### src/rtl/gf2m_mul_inv_seq.sv
// gf2m_mul_inv_seq: iterative GF(2^W) multiply / inverse engine (polynomial basis).
// One MSB-first shift-and-add step per clock. Multiply takes W steps; inverse
// is W-1 rounds of (square, multiply-accumulate), i.e. 2*(W-1)*W steps.
//
// Ports:
//   clk    in   clock, all state changes on the rising edge
//   rst    in   synchronous active-high reset
//   start  in   request, sampled only while idle
//   mode   in   0 = y = a*b, 1 = y = a^(2^W-2) (inverse), sampled with start
//   a      in   operand A, latched on the accepted start
//   b      in   operand B, latched on the accepted start (unused for inverse)
//   busy   out  high from the accepting edge until the completion edge
//   done   out  one-cycle completion pulse
//   y      out  result register, holds until the next completion
module gf2m_mul_inv_seq #(
  parameter int unsigned  W    = 8,
  parameter logic [W:0]   POLY = 9'h1F5
) (
  input  logic         clk,
  input  logic         rst,
  input  logic         start,
  input  logic         mode,
  input  logic [W-1:0] a,
  input  logic [W-1:0] b,
  output logic         busy,
  output logic         done,
  output logic [W-1:0] y
);

  localparam int unsigned CW = $clog2(W);
  localparam logic [CW-1:0] LAST_STEP = CW'(W - 1);
  localparam logic [CW-1:0] LAST_PASS = CW'(W - 2);

  typedef enum logic [1:0] {
    S_IDLE = 2'd0,
    S_MUL  = 2'd1,
    S_SQR  = 2'd2,
    S_PRD  = 2'd3
  } state_t;

  state_t        state_q, state_d;
  logic [W-1:0]  a_q, a_d;
  logic [W-1:0]  acc_q, acc_d;
  logic [W-1:0]  mul_q, mul_d;   // multiplier bits, consumed from the MSB
  logic [W-1:0]  r_q, r_d;       // running inverse product
  logic [W-1:0]  s_q, s_d;       // a^(2^k)
  logic [CW-1:0] cnt_q, cnt_d;
  logic [CW-1:0] pass_q, pass_d;
  logic [W-1:0]  y_q, y_d;
  logic          busy_q, busy_d;
  logic          done_q, done_d;

  logic [W-1:0]  x_op;
  logic [W-1:0]  step;
  logic          last_step;

  assign busy = busy_q;
  assign done = done_q;
  assign y    = y_q;

  // State and datapath registers
  always_ff @(posedge clk) begin
    if (rst) begin
      state_q <= S_IDLE;
      a_q     <= '0;
      acc_q   <= '0;
      mul_q   <= '0;
      r_q     <= '0;
      s_q     <= '0;
      cnt_q   <= '0;
      pass_q  <= '0;
      y_q     <= '0;
      busy_q  <= 1'b0;
      done_q  <= 1'b0;
    end else begin
      state_q <= state_d;
      a_q     <= a_d;
      acc_q   <= acc_d;
      mul_q   <= mul_d;
      r_q     <= r_d;
      s_q     <= s_d;
      cnt_q   <= cnt_d;
      pass_q  <= pass_d;
      y_q     <= y_d;
      busy_q  <= busy_d;
      done_q  <= done_d;
    end
  end

  // Next-state, step datapath and outputs
  always_comb begin
    state_d = state_q;
    a_d     = a_q;
    acc_d   = acc_q;
    mul_d   = mul_q;
    r_d     = r_q;
    s_d     = s_q;
    cnt_d   = cnt_q;
    pass_d  = pass_q;
    y_d     = y_q;
    busy_d  = busy_q;
    done_d  = 1'b0;

    // Multiplicand for the current phase; the multiplier is always mul_q
    case (state_q)
      S_MUL:   x_op = a_q;
      S_SQR:   x_op = s_q;
      S_PRD:   x_op = r_q;
      default: x_op = '0;
    endcase

    // acc*x + bit*x with reduction of the bit shifted out of position W-1
    step = {acc_q[W-2:0], 1'b0}
         ^ (acc_q[W-1] ? POLY[W-1:0] : '0)
         ^ (mul_q[W-1] ? x_op : '0);
    last_step = (cnt_q == LAST_STEP);

    case (state_q)
      S_IDLE: begin
        if (start) begin
          a_d    = a;
          acc_d  = '0;
          cnt_d  = '0;
          pass_d = '0;
          busy_d = 1'b1;
          if (mode) begin
            r_d     = W'(1);
            s_d     = a;
            mul_d   = a;
            state_d = S_SQR;
          end else begin
            mul_d   = b;
            state_d = S_MUL;
          end
        end
      end

      S_MUL: begin
        acc_d = step;
        mul_d = mul_q << 1;
        cnt_d = last_step ? '0 : cnt_q + CW'(1);
        if (last_step) begin
          y_d     = step;
          done_d  = 1'b1;
          busy_d  = 1'b0;
          state_d = S_IDLE;
        end
      end

      S_SQR: begin
        acc_d = step;
        mul_d = mul_q << 1;
        cnt_d = last_step ? '0 : cnt_q + CW'(1);
        if (last_step) begin
          // New square becomes the multiplier of the following product pass
          s_d     = step;
          mul_d   = step;
          acc_d   = '0;
          state_d = S_PRD;
        end
      end

      S_PRD: begin
        acc_d = step;
        mul_d = mul_q << 1;
        cnt_d = last_step ? '0 : cnt_q + CW'(1);
        if (last_step) begin
          r_d   = step;
          acc_d = '0;
          if (pass_q == LAST_PASS) begin
            y_d     = step;
            done_d  = 1'b1;
            busy_d  = 1'b0;
            state_d = S_IDLE;
          end else begin
            pass_d  = pass_q + CW'(1);
            mul_d   = s_q;
            state_d = S_SQR;
          end
        end
      end

      default: state_d = S_IDLE;
    endcase
  end

endmodule
### config.mk
export PLATFORM = sky130hd
export DESIGN_NAME = gf2m_mul_inv_seq
export DESIGN_NICKNAME = d
export VERILOG_FILES = /design/src/rtl/gf2m_mul_inv_seq.sv
export SDC_FILE = /design/constraint.sdc
export NUM_CORES = 1
export LEC_CHECK = 0
export CAP_MARGIN = 25
export CORE_UTILIZATION = 65
export CTS_BUF_LIST = sky130_fd_sc_hd__clkbuf_8
export CTS_CLUSTER_DIAMETER = 50
export DETAILED_ROUTE_END_ITERATION = 10
export DONT_BUFFER_PORTS = 1
export PLACE_DENSITY = 0.79
export SETUP_SLACK_MARGIN = 0.1
export SYNTH_ARGS = -nofsm -noshare
export SYNTH_HDL_FRONTEND = slang
export SYNTH_SLANG_ARGS = --single-unit
### constraint.sdc
create_clock -name clk -period 2.1 [get_ports clk]
set_input_delay 0.315 -clock clk [delete_from_list [all_inputs] [get_ports clk]]
set_output_delay 0.315 -clock clk [all_outputs]
set_load 0.01 [all_outputs]
==> Implementation_results.wiki, run 1 <==
{| class="wikitable"
! Metric !! Value
|-
| Net count, final || 404
|-
| Cell count after synthesis || 381
|-
| CP Cell Sequence || ha_1, ha_1, and3_1, a31oi_1, and2b_1, a32o_1
|-
| Synthesis-to-finish area growth || 7.79%
|-
| Slew at the pin closest to its max-slew limit || 0.591 ns
|-
| Power density cells || 733 nW/um^2
|-
| Source-to-sink clock delay at the later pin of the worst-skew pair || 0.35 ns
|-
| Final RePlAce weighted congestion || 0.872
|-
| Headroom to the max-slew limit || 0.605
|-
| Pre-CTS setup slack || 0.256 ns
|-
| Setup-failing EPs final || 0
|-
| Number of library cell types mapped by synthesis || 54
|-
| Critical path's most frequent cell || sky130_fd_sc_hd__ha_1
|-
| Count of input and output buffers || 0
|-
| Total power || 2.54 mW
|-
| Crit start category || register
|-
| Routed wire length per instance || 18.0 um
|-
| Hold violation total from the final report || 0
|-
| Crit path time final || 1.91 ns
|-
| Avg Vias per Cell || 6.45
|-
| Cell count after placement || 436
|-
| Maximum number of pins on one net before global-route repair || 50
|-
| Total DRC errors in the routed layout || 0
|-
| Total number of vias || 2917
|-
| Clock Path Buffers || 2
|-
| Total buffers and inverters traversed by the critical path || 0
|-
| All-Layer GR Usage || 0.328
|-
| Highest clock frequency the design can meet || 523 MHz
|-
| Placement row count || 25
|-
| Number of buffers added by the clock tree synthesis step || 9
|-
| Number of diodes || 0
|-
| Critical-path top delay cell || sky130_fd_sc_hd__a31oi_1
|-
| Leakage power figure || 1.26 nW
|-
| Type of the setup path with the least slack || register to register
|-
| Setup total negative slack || 0 ns
|-
| Drt pass-1 iters || 5
|-
| Area of the core region || 4750 um^2
|-
| Final Util || 0.728
|-
| Clock tree from TritonCTS || yes
|-
| CP max stage delay || 0.34 ns
|-
| Clock root buffer master || sky130_fd_sc_hd__clkbuf_8
|-
| Antenna violations before repair || 0
|-
| Non-Filler Instances || 452
|-
| Setup repair after global routing missed its margin || no
|-
| CTS Hold Bufs || 0
|-
| Full die area || 5230 um^2
|-
| Sinks on Clock Net || 58
|-
| Routed Wire Length || 8120 um
|-
| Die Span Y || 72.3 um
|-
| Number of DRC violations after detailed-routing iteration 0 || 349
|-
| Total number of yosys warnings || 0
|-
| First-pass GRT wire length || 12700 um
|-
| Number of register bits inferred by synthesis || 58
|-
| Path type of the worst min-delay path || primary input to register
|-
| Worst-path fanout max || 5
|-
| Post-route fraction of the period consumed by the critical path || 0.911
|-
| Required arrival time at the worst endpoint || 2.38 ns
|-
| Placed wire-length estimate || 5720 um
|-
| Number of pins with negative max-slew slack in the final report || 0
|-
| Area of the mapped netlist || 3210 um^2
|-
| Starting Density || 0.676
|-
| Main flop type after synthesis || sky130_fd_sc_hd__dfxtp_1
|-
| CP Capture Type || register
|-
| VDD IR max || 0.000467 V
|-
| Antenna Violating Nets Remaining || 0
|-
| Top Ports || 30
|-
| Final worst-path setup slack || 0.186 ns
|-
| Number of fill cells || 379
|-
| Ratio of cells with drive above 1 in the final layout || 0.143
|-
| Number of synthesized flops with an enable pin || 0
|-
| Number of max-cap violations || 0
|-
| Most frequent cells in the layout || sky130_fd_sc_hd__dfxtp_1, sky130_fd_sc_hd__nand2_1, sky130_fd_sc_hd__a21oi_1, sky130_fd_sc_hd__nor2_1, sky130_fd_sc_hd__buf_4
|-
| Die width || 72.3 um
|-
| Proportion of synthesized chip area in sequential cells || 0.361
|-
| Via count of the first global-routing pass || 2670
|-
| Leftover overflow at the end of global routing || 0
|-
| Cell type group with the largest total delay on the critical path || simple AND/OR/NAND/NOR gates
|-
| Mapped Avg Cell Area || 8.43 um^2
|-
| Clock skew || 0.00942 ns
|-
| Fraction of synthesis flops using an asynchronous set or reset pin || 0
|-
| Result of the run || complete, no violations
|-
| Number of nets produced by synthesis || 405
|-
| Clock slew at reported path FFs || 0.06 ns
|-
| Arrival time of the worst setup path || 2.20 ns
|-
| H-tree levels || 3
|-
| Most common cell after layout, fill and taps aside || sky130_fd_sc_hd__dfxtp_1
|}
-- worst register-to-register path: stages, from the launching register on --
cell and delay, ns:
sky130_fd_sc_hd__dfxtp_1 0.33, sky130_fd_sc_hd__ha_1 0.22, sky130_fd_sc_hd__ha_1 0.25, sky130_fd_sc_hd__and3_1 0.23, sky130_fd_sc_hd__a31oi_1 0.34, sky130_fd_sc_hd__and2b_1 0.32, sky130_fd_sc_hd__a32o_1 0.16
-- flip-flops by register name (all words and copies together), names as in the netlist --
| name | cells |
|---|---|
| busy | 1 |
| acc_q | 8 |
| s_q | 8 |
| done | 1 |
| pass_q | 3 |
| state_q | 2 |
| mul_q | 8 |
| cnt_q | 3 |
| a_q | 8 |
| y | 8 |
| r_q | 8 |
-- cell families (layout without fill, tap and decap cells) --
logic type | count (synthesis) | after routing | share of synthesized area
and+or+nand+nor | 133 | 133 | 0.197
AOI/OAI and AO/OA | 109 | 109 | 0.233
DFF | 58 | 58 | 0.361
buffers and inverters | 35 | 39 | 0.0545
muxes | 26 | 26 | 0.0857
xor gates and xnor gates | 16 | 16 | 0.0530
adders and majority gates | 4 | 4 | 0.0156
-- report_power, final --
group	switching, mW	total (mW)	internal [mW]
clock	0.433	0.959	0.526
combinational	0.209	0.371	0.162
sequential	0.0569	1.21	1.15
total	0.698	2.54	1.84
-- worst paths after layout --
| path | start | to | slack (ns) | depth (start not counted) |
|---|---|---|---|---|
| setup / recovery | cnt_q[0] | r_q[7] | 0.19 | 6 |
| setup reg to reg | cnt_q[0] | r_q[7] | 0.19 | 6 |
| hold / removal | rst | y[7] | 0.04 | 1 |
| hold reg to reg | a_q[5] | a_q[5] | 0.45 | 2 |
-- stage by stage --
step / instance area (um^2) / hold WS [ns]
after detailed placement: 3280 / 0.390
after CTS: 3460 / 0.0303
after global routing: 3460 / 0.0213
after global placement: 3280 / 0.388
after floorplan: 3210 / 0.434
final: 3460 / 0.0369
-- per-layer routing --
metal	part of all wire	up-vias	global-route usage
li1	-	1393	-
met4	0.019	0	0.157
met2	0.49	125	0.536
met1	0.42	1381	0.406
met5	0	-	0
met3	0.074	18	0.0778
-- final cells by class --
cell class                 count  area (um^2)  share of cell area
clock inverter                 7         55.1              0.0159
multi-input combinational    288         1880               0.543
timing repair buffer          19          143              0.0412
clock buffer                   9          124              0.0358
tap                           67         83.8              0.0242
sequential                    58         1160               0.335
inverter                       4         15.0             0.00434
-- what timing repair did --
action,CTS,global route
gates resized for setup,0,2
endpoints found under the setup margin,0,2
buffers inserted,0,0
hold endpoints to repair,0,0
-- Yosys cell counts, types with 2 or more instances --
master | n | area share
sky130_fd_sc_hd__buf_1 | 3 | 0.0035
sky130_fd_sc_hd__ha_1 | 4 | 0.016
sky130_fd_sc_hd__xor2_1 | 3 | 0.0082
sky130_fd_sc_hd__nand4b_1 | 6 | 0.016
sky130_fd_sc_hd__inv_1 | 4 | 0.0047
sky130_fd_sc_hd__mux2_2 | 12 | 0.042
sky130_fd_sc_hd__nand3b_1 | 4 | 0.0093
sky130_fd_sc_hd__o211ai_1 | 4 | 0.0093
sky130_fd_sc_hd__dfxtp_1 | 58 | 0.36
sky130_fd_sc_hd__o31ai_1 | 5 | 0.012
sky130_fd_sc_hd__a211oi_1 | 13 | 0.030
sky130_fd_sc_hd__buf_2 | 10 | 0.016
sky130_fd_sc_hd__o211a_1 | 2 | 0.0062
sky130_fd_sc_hd__o221ai_1 | 2 | 0.0055
sky130_fd_sc_hd__o311a_1 | 2 | 0.0062
sky130_fd_sc_hd__o21ai_0 | 11 | 0.017
sky130_fd_sc_hd__nand3_1 | 14 | 0.022
sky130_fd_sc_hd__a22oi_1 | 4 | 0.0093
sky130_fd_sc_hd__nor3_1 | 12 | 0.019
sky130_fd_sc_hd__nor2b_1 | 2 | 0.0039
sky130_fd_sc_hd__a22o_1 | 4 | 0.011
sky130_fd_sc_hd__buf_4 | 2 | 0.0047
sky130_fd_sc_hd__nor2_1 | 31 | 0.036
sky130_fd_sc_hd__or3_1 | 3 | 0.0058
sky130_fd_sc_hd__a221oi_1 | 2 | 0.0055
sky130_fd_sc_hd__clkbuf_1 | 12 | 0.014
sky130_fd_sc_hd__xnor2_1 | 9 | 0.025
sky130_fd_sc_hd__and3_1 | 2 | 0.0039
sky130_fd_sc_hd__xor2_2 | 4 | 0.020
sky130_fd_sc_hd__a21oi_1 | 40 | 0.062
sky130_fd_sc_hd__nand2_1 | 49 | 0.057
sky130_fd_sc_hd__buf_6 | 3 | 0.011
sky130_fd_sc_hd__a32o_1 | 5 | 0.016
sky130_fd_sc_hd__nand2b_1 | 2 | 0.0039
sky130_fd_sc_hd__and2_1 | 2 | 0.0039
sky130_fd_sc_hd__a2bb2oi_1 | 2 | 0.0055
sky130_fd_sc_hd__a222oi_1 | 4 | 0.012
sky130_fd_sc_hd__mux2i_1 | 14 | 0.044
(Power assumes the default switching activity.)
==> run 2: changes to the inputs <==
--- a/config.mk
+++ b/config.mk
@@ -6,6 +6,7 @@
 export NUM_CORES = 1
 export LEC_CHECK = 0
 export CAP_MARGIN = 25
+export CORE_ASPECT_RATIO = 1.2
 export CORE_UTILIZATION = 65
 export CTS_BUF_LIST = sky130_fd_sc_hd__clkbuf_8
 export CTS_CLUSTER_DIAMETER = 50
==> run 2 against run 1 <==
Against the previous run: fmax is 2.2% higher; non-clock buffer count is 1 lower; sequential share of layout area is 0.38 points higher; utilization is 0.61 points higher; sequential power hardly changed; flip-flop and latch count stayed put; worst setup slack better by 0.042 ns; first-iteration DRC count is 33% lower; clock skew is 0.0022 ns lower; routed wire length is 2.0% higher; register-to-register slack better by 0.04 ns; count of clock-buffer cells in the layout is 2 higher; critical path type unchanged; largest power group unchanged.
==> Implementation_results.wiki, run 2 (same netlist as run 1, synthesis figures left out) <==
{| class="wikitable"
! Metric !! Value
|-
| Hold violation total from the final report || 0 (unchanged)
|-
| Full die area || 5230 um^2 (about the same)
|-
| Ratio of cells with drive above 1 in the final layout || 0.142 (was 0.143)
|-
| Number of fill cells || 374 (was 379)
|-
| CP max stage delay || 0.69 ns (was 0.34 ns)
|-
| Top Ports || 30 (unchanged)
|-
| Number of diodes || 0 (unchanged)
|-
| Cell type group with the largest total delay on the critical path || flip-flops (was simple AND/OR/NAND/NOR gates)
|-
| Total number of vias || 2904 (was 2917)
|-
| Pre-CTS setup slack || 0.246 ns (was 0.256 ns)
|-
| Slew at the pin closest to its max-slew limit || 0.577 ns (was 0.591 ns)
|-
| Worst-path fanout max || 8 (was 5)
|-
| Antenna violations before repair || 0 (unchanged)
|-
| Via count of the first global-routing pass || 2781 (was 2670)
|-
| Critical-path top delay cell || sky130_fd_sc_hd__dfxtp_1 (was sky130_fd_sc_hd__a31oi_1)
|-
| First-pass GRT wire length || 13700 um (was 12700 um)
|-
| Count of input and output buffers || 0 (unchanged)
|-
| Sequential Area || 1160 um^2 (unchanged)
|-
| CP Cell Sequence || xor2_2, xnor2_1, mux2_2, a222oi_1, nor2_1 (was ha_1, ha_1, and3_1, a31oi_1, and2b_1, a32o_1)
|-
| Leakage power figure || 1.23 nW (was 1.26 nW)
|-
| Clock tree from TritonCTS || yes (unchanged)
|-
| Finished layout cell area || 3420 um^2 (was 3460 um^2)
|-
| Path type of the worst min-delay path || primary input to register (unchanged)
|-
| VDD IR max || 0.000597 V (was 0.000467 V)
|-
| Synthesis-to-finish area growth || 6.58% (was 7.79%)
|-
| Clock root buffer master || sky130_fd_sc_hd__clkbuf_8 (unchanged)
|-
| Avg Vias per Cell || 6.62 (was 6.45)
|-
| Total buffers and inverters traversed by the critical path || 0 (unchanged)
|-
| Maximum number of pins on one net before global-route repair || 50 (unchanged)
|-
| Sinks on Clock Net || 58 (unchanged)
|-
| Final RePlAce weighted congestion || 0.913 (was 0.872)
|-
| CP Capture Type || register (unchanged)
|-
| H-tree levels || 3 (unchanged)
|-
| Highest clock frequency the design can meet || 534 MHz (was 523 MHz)
|-
| Cts repair resizes || 0 (unchanged)
|-
| Area after DPL || 3260 um^2 (was 3280 um^2)
|-
| Total area of multi-input combinational cells || 1880 um^2 (unchanged)
|-
| Most frequent cells in the layout || sky130_fd_sc_hd__dfxtp_1, sky130_fd_sc_hd__nand2_1, sky130_fd_sc_hd__a21oi_1, sky130_fd_sc_hd__nor2_1, sky130_fd_sc_hd__buf_4 (unchanged)
|-
| Crit start category || register (unchanged)
|-
| Die width || 66.2 um (was 72.3 um)
|-
| Starting Density || 0.689 (was 0.676)
|-
| Net count, final || 403 (was 404)
|-
| Arrival time of the worst setup path || 2.09 ns (was 2.20 ns)
|-
| Type of the setup path with the least slack || register to register (unchanged)
|-
| Most common cell after layout, fill and taps aside || sky130_fd_sc_hd__dfxtp_1 (unchanged)
|-
| Routed Wire Length || 8280 um (was 8120 um)
|-
| Number of pins with negative max-slew slack in the final report || 0 (unchanged)
|-
| Headroom to the max-slew limit || 0.615 (was 0.605)
|-
| Crit path time final || 1.87 ns (was 1.91 ns)
|-
| Antenna Violating Nets Remaining || 0 (unchanged)
|-
| Number of DRC violations after detailed-routing iteration 0 || 235 (was 349)
|-
| Final worst-path setup slack || 0.228 ns (was 0.186 ns)
|-
| Setup total negative slack || 0 ns (unchanged)
|-
| Post-route fraction of the period consumed by the critical path || 0.891 (was 0.911)
|-
| Placement row count || 27 (was 25)
|-
| Source-to-sink clock delay at the later pin of the worst-skew pair || 0.34 ns (was 0.35 ns)
|-
| Clock Path Buffers || 2 (unchanged)
|-
| Setup repair after global routing missed its margin || no (unchanged)
|-
| Total DRC errors in the routed layout || 0 (unchanged)
|-
| Setup-failing EPs final || 0 (unchanged)
|-
| Clock skew || 0.00721 ns (was 0.00942 ns)
|-
| Drt pass-1 iters || 5 (unchanged)
|-
| Routed wire length per instance || 18.9 um (was 18.0 um)
|-
| Leftover overflow at the end of global routing || 0 (unchanged)
|-
| Required arrival time at the worst endpoint || 2.32 ns (was 2.38 ns)
|-
| Placed wire-length estimate || 5850 um (was 5720 um)
|-
| Post-CTS Repair Setup Buffers || 0 (unchanged)
|-
| Area of the core region || 4660 um^2 (was 4750 um^2)
|-
| Number of buffers added by the clock tree synthesis step || 9 (unchanged)
|-
| Clock slew at reported path FFs || 0.07 ns (was 0.06 ns)
|-
| CTS Hold Bufs || 0 (unchanged)
|-
| Result of the run || complete, no violations (unchanged)
|-
| Number of max-cap violations || 0 (unchanged)
|-
| Die Span Y || 79.0 um (was 72.3 um)
|-
| Power density cells || 719 nW/um^2 (was 733 nW/um^2)
|-
| All-Layer GR Usage || 0.348 (was 0.328)
|}
-- run 2: area by class of cell --
cell class / instances / share of cell area
Inverter: 4 / 0.00438
Clock inverter: 2 / 0.00219
Sequential cell: 58 / 0.339
Tap cell: 58 / 0.0212
Timing Repair Buffer: 18 / 0.0395
Clock buffer: 11 / 0.0442
Multi-Input combinational cell: 288 / 0.550
-- run 2: path summary, 6_finish.rpt --
check             startpoint       end  slack [ns]  cells after the start
setup reg to reg    acc_q[7]  mul_q[5]        0.23                      5
hold / removal           rst    s_q[3]        0.03                      1
hold reg to reg       a_q[6]    a_q[6]        0.45                      2
setup / recovery    acc_q[7]  mul_q[5]        0.23                      5
-- run 2: metal layers --
| layer | vias to the layer above | part of all wire | global-route usage |
|---|---|---|---|
| li1 | 1382 | - | - |
| met1 | 1378 | 0.44 | 0.468 |
| met2 | 127 | 0.46 | 0.537 |
| met3 | 17 | 0.078 | 0.0790 |
| met4 | 0 | 0.021 | 0.136 |
| met5 | - | 0 | 0 |
-- run 2: where the power goes --
group / leakage, nW / internal (mW) / switching (mW)
Clock: 0.0897 / 0.464 / 0.413
Combinational: 0.669 / 0.161 / 0.220
Sequential: 0.472 / 1.15 / 0.0530
-- run 2: stage by stage --
step | cells | util | hold slack [ns] | power (mW)
5_1_grt | 439 | 0.735 | 0.0305 | 2.54
6_report | 439 | 0.735 | 0.0330 | 2.46
3_5_place_dp | 426 | 0.699 | 0.389 | 1.59
4_1_cts | 439 | 0.733 | 0.0305 | 2.45
3_3_place_gp | 426 | 0.699 | 0.388 | 1.58
2_1_floorplan | 381 | - | 0.434 | 1.51
==> run 3: changes to the inputs <==
--- a/config.mk
+++ b/config.mk
@@ -5,7 +5,6 @@
 export SDC_FILE = /design/constraint.sdc
 export NUM_CORES = 1
 export LEC_CHECK = 0
-export CAP_MARGIN = 25
 export CORE_ASPECT_RATIO = 1.2
 export CORE_UTILIZATION = 65
 export CTS_BUF_LIST = sky130_fd_sc_hd__clkbuf_8
==> constraint.sdc (replaced) <==
create_clock -name clk -period 2.35 [get_ports clk]
set_input_delay 0.3525 -clock clk [delete_from_list [all_inputs] [get_ports clk]]
set_output_delay 0.3525 -clock clk [all_outputs]
set_load 0.01 [all_outputs]
==> run 3 against run 2 <==
Against the previous run: cell count down 0.91%; global-route usage about the same; worst setup slack better by 0.054 ns; routed wire length down 0.62%; worst hold slack better by 0.041 ns; clock skew up 0.0075 ns; largest cell class unchanged.
==> Implementation_results.wiki, run 3 (same netlist as run 1, synthesis figures left out) <==
{| class="wikitable"
! Metric !! Value
|-
| CTS Hold Bufs || 0 (unchanged)
|-
| Post-CTS Repair Setup Buffers || 0 (unchanged)
|-
| Die Span Y || 79.0 um (unchanged)
|-
| Number of buffers added by the clock tree synthesis step || 9 (unchanged)
|-
| Number of diodes || 0 (unchanged)
|-
| Clock slew at reported path FFs || 0.07 ns (about the same)
|-
| Full die area || 5230 um^2 (unchanged)
|-
| Type of the setup path with the least slack || register to register (unchanged)
|-
| Number of pins with negative max-slew slack in the final report || 0 (unchanged)
|-
| Setup total negative slack || 0 ns (unchanged)
|-
| Placed wire-length estimate || 5780 um (was 5850 um)
|-
| Source of the critical timing path || cnt_q[0] (was acc_q[7])
|-
| Hold path startpoint || rst (unchanged)
|-
| Highest clock frequency the design can meet || 484 MHz (was 534 MHz)
|-
| Slew at the pin closest to its max-slew limit || 0.609 ns (was 0.577 ns)
|-
| Clock tree from TritonCTS || yes (unchanged)
|-
| Worst setup path endpoint || acc_q[7] (was mul_q[5])
|-
| VDD IR max || 0.000795 V (was 0.000597 V)
|-
| Final RePlAce weighted congestion || 0.843 (was 0.913)
|-
| Number of cells traversed by the worst register-to-register path || 8 (was 5)
|-
| R2r setup slk || 0.28 ns (was 0.23 ns)
|-
| Area after DPL || 3230 um^2 (was 3260 um^2)
|-
| Routed wire length per instance || 18.9 um (about the same)
|-
| Hold violation total from the final report || 0 (unchanged)
|-
| Required arrival time at the worst endpoint || 2.60 ns (was 2.32 ns)
|-
| H-tree levels || 3 (unchanged)
|-
| Count of input and output buffers || 0 (unchanged)
|-
| Most frequent cells in the layout || sky130_fd_sc_hd__dfxtp_1, sky130_fd_sc_hd__nand2_1, sky130_fd_sc_hd__a21oi_1, sky130_fd_sc_hd__nor2_1 (was sky130_fd_sc_hd__dfxtp_1, sky130_fd_sc_hd__nand2_1, sky130_fd_sc_hd__a21oi_1, sky130_fd_sc_hd__nor2_1, sky130_fd_sc_hd__buf_4)
|-
| Total DRC errors in the routed layout || 0 (unchanged)
|-
| Cts repair resizes || 0 (unchanged)
|-
| Crit start category || register (unchanged)
|-
| Net count, final || 397 (was 403)
|-
| Most common cell after layout, fill and taps aside || sky130_fd_sc_hd__dfxtp_1 (unchanged)
|-
| Final Util || 0.732 (was 0.735)
|-
| Leakage power figure || 1.22 nW (was 1.23 nW)
|-
| Ratio of cells with drive above 1 in the final layout || 0.125 (was 0.142)
|-
| Reg-to-reg endpoint || acc_q[7] (was mul_q[5])
|-
| Setup-failing EPs final || 0 (unchanged)
|-
| Antenna Violating Nets Remaining || 0 (unchanged)
|-
| Drt pass-1 iters || 5 (unchanged)
|-
| Die width || 66.2 um (unchanged)
|-
| Routed Wire Length || 8230 um (was 8280 um)
|-
| Arrival time of the worst setup path || 2.32 ns (was 2.09 ns)
|-
| Synthesis-to-finish area growth || 6.23% (was 6.58%)
|-
| Clock root buffer master || sky130_fd_sc_hd__clkbuf_8 (unchanged)
|-
| Headroom to the max-slew limit || 0.592 (was 0.615)
|-
| Post-route fraction of the period consumed by the critical path || 0.880 (was 0.891)
|-
| CP Capture Type || register (unchanged)
|-
| Finished layout cell area || 3410 um^2 (was 3420 um^2)
|-
| Avg Vias per Cell || 6.72 (was 6.62)
|-
| Antenna violations before repair || 0 (unchanged)
|-
| Maximum number of pins on one net before global-route repair || 50 (unchanged)
|-
| Crit path time final || 2.07 ns (was 1.87 ns)
|-
| Worst-path fanout max || 13 (was 8)
|-
| Reg-to-reg critical path startpoint || cnt_q[0] (was acc_q[7])
|-
| Clock skew || 0.0148 ns (was 0.00721 ns)
|-
| First-pass GRT wire length || 13700 um (about the same)
|-
| Via count of the first global-routing pass || 2760 (was 2781)
|-
| Number of max-cap violations || 0 (unchanged)
|-
| Result of the run || complete, no violations (unchanged)
|-
| Starting Density || 0.689 (unchanged)
|-
| Power density cells || 669 nW/um^2 (was 719 nW/um^2)
|-
| Sinks on Clock Net || 58 (unchanged)
|-
| Clock Path Buffers || 2 (unchanged)
|-
| Area of the core region || 4660 um^2 (unchanged)
|-
| All-Layer GR Usage || 0.349 (was 0.348)
|-
| Source-to-sink clock delay at the later pin of the worst-skew pair || 0.34 ns (about the same)
|-
| Leftover overflow at the end of global routing || 0 (unchanged)
|-
| Number of DRC violations after detailed-routing iteration 0 || 236 (was 235)
|-
| Path type of the worst min-delay path || primary input to register (unchanged)
|-
| Setup repair after global routing missed its margin || no (unchanged)
|-
| Top Ports || 30 (unchanged)
|-
| Placement row count || 27 (unchanged)
|-
| Total number of vias || 2924 (was 2904)
|}
[run 3: cell count changes in the layout (fill, tap and decap cells not counted), sizes merged]
cell / before / now
clkinv: 0 / 2
clkbuf: 11 / 10
buf: 18 / 12
bufinv: 0 / 1
[run 3: cell type report]
class,count,area [um^2]
flip-flops and latches,58,1160
repair buffers,12,103
clock inverters,5,47.5
well taps,58,72.6
clock buffers,10,138
multi-input cells,288,1880
inverters,4,15.0
fillers,378,1250
[run 3: worst min-delay path by stage]
stage	slack, ns	cells past startpoint	endpoint
floorplan	0.43	2	a_q[2]
global placement	0.43	1	a_q[2]
detailed placement	0.43	1	a_q[4]
CTS	0.07	1	s_q[3]
global route	0.05	1	mul_q[4]
finish	0.07	1	s_q[2]
[run 3: stage by stage]
step | worst slack, ns | instances | hold WS (ns) | total power [mW]
6_report | 0.282 | 435 | 0.0738 | 2.28
5_1_grt | 0.187 | 435 | 0.0539 | 2.39
4_1_cts | 0.346 | 435 | 0.0697 | 2.28
3_5_place_dp | 0.394 | 420 | 0.427 | 1.41
3_3_place_gp | 0.427 | 420 | 0.426 | 1.41
2_1_floorplan | 0.706 | 381 | 0.434 | 1.35
[run 3: routing by layer]
layer / up-vias / track usage / part of all wire / wire length, um
met4: 0 / 0.155 / 0.035 / 291
met5: - / 0 / 0 / 0
met1: 1373 / 0.462 / 0.44 / 3620
li1: 1370 / - / - / -
met3: 30 / 0.0963 / 0.080 / 659
met2: 151 / 0.523 / 0.44 / 3660
[run 3: worst max-delay path: stages, from the launching register on]
cell and delay, ns:
sky130_fd_sc_hd__dfxtp_1 0.32, sky130_fd_sc_hd__ha_1 0.20, sky130_fd_sc_hd__ha_1 0.31, sky130_fd_sc_hd__buf_4 0.24, sky130_fd_sc_hd__a21oi_1 0.15, sky130_fd_sc_hd__nand2_1 0.25
sky130_fd_sc_hd__nor3_1 0.32, sky130_fd_sc_hd__o21ai_0 0.12, sky130_fd_sc_hd__o31ai_1 0.09
[run 3: power by group]
| group | internal (mW) | switching [mW] |
|---|---|---|
| Sequential | 1.03 | 0.0443 |
| Clock | 0.501 | 0.381 |
| Combinational | 0.135 | 0.193 |
| Total | 1.67 | 0.619 |
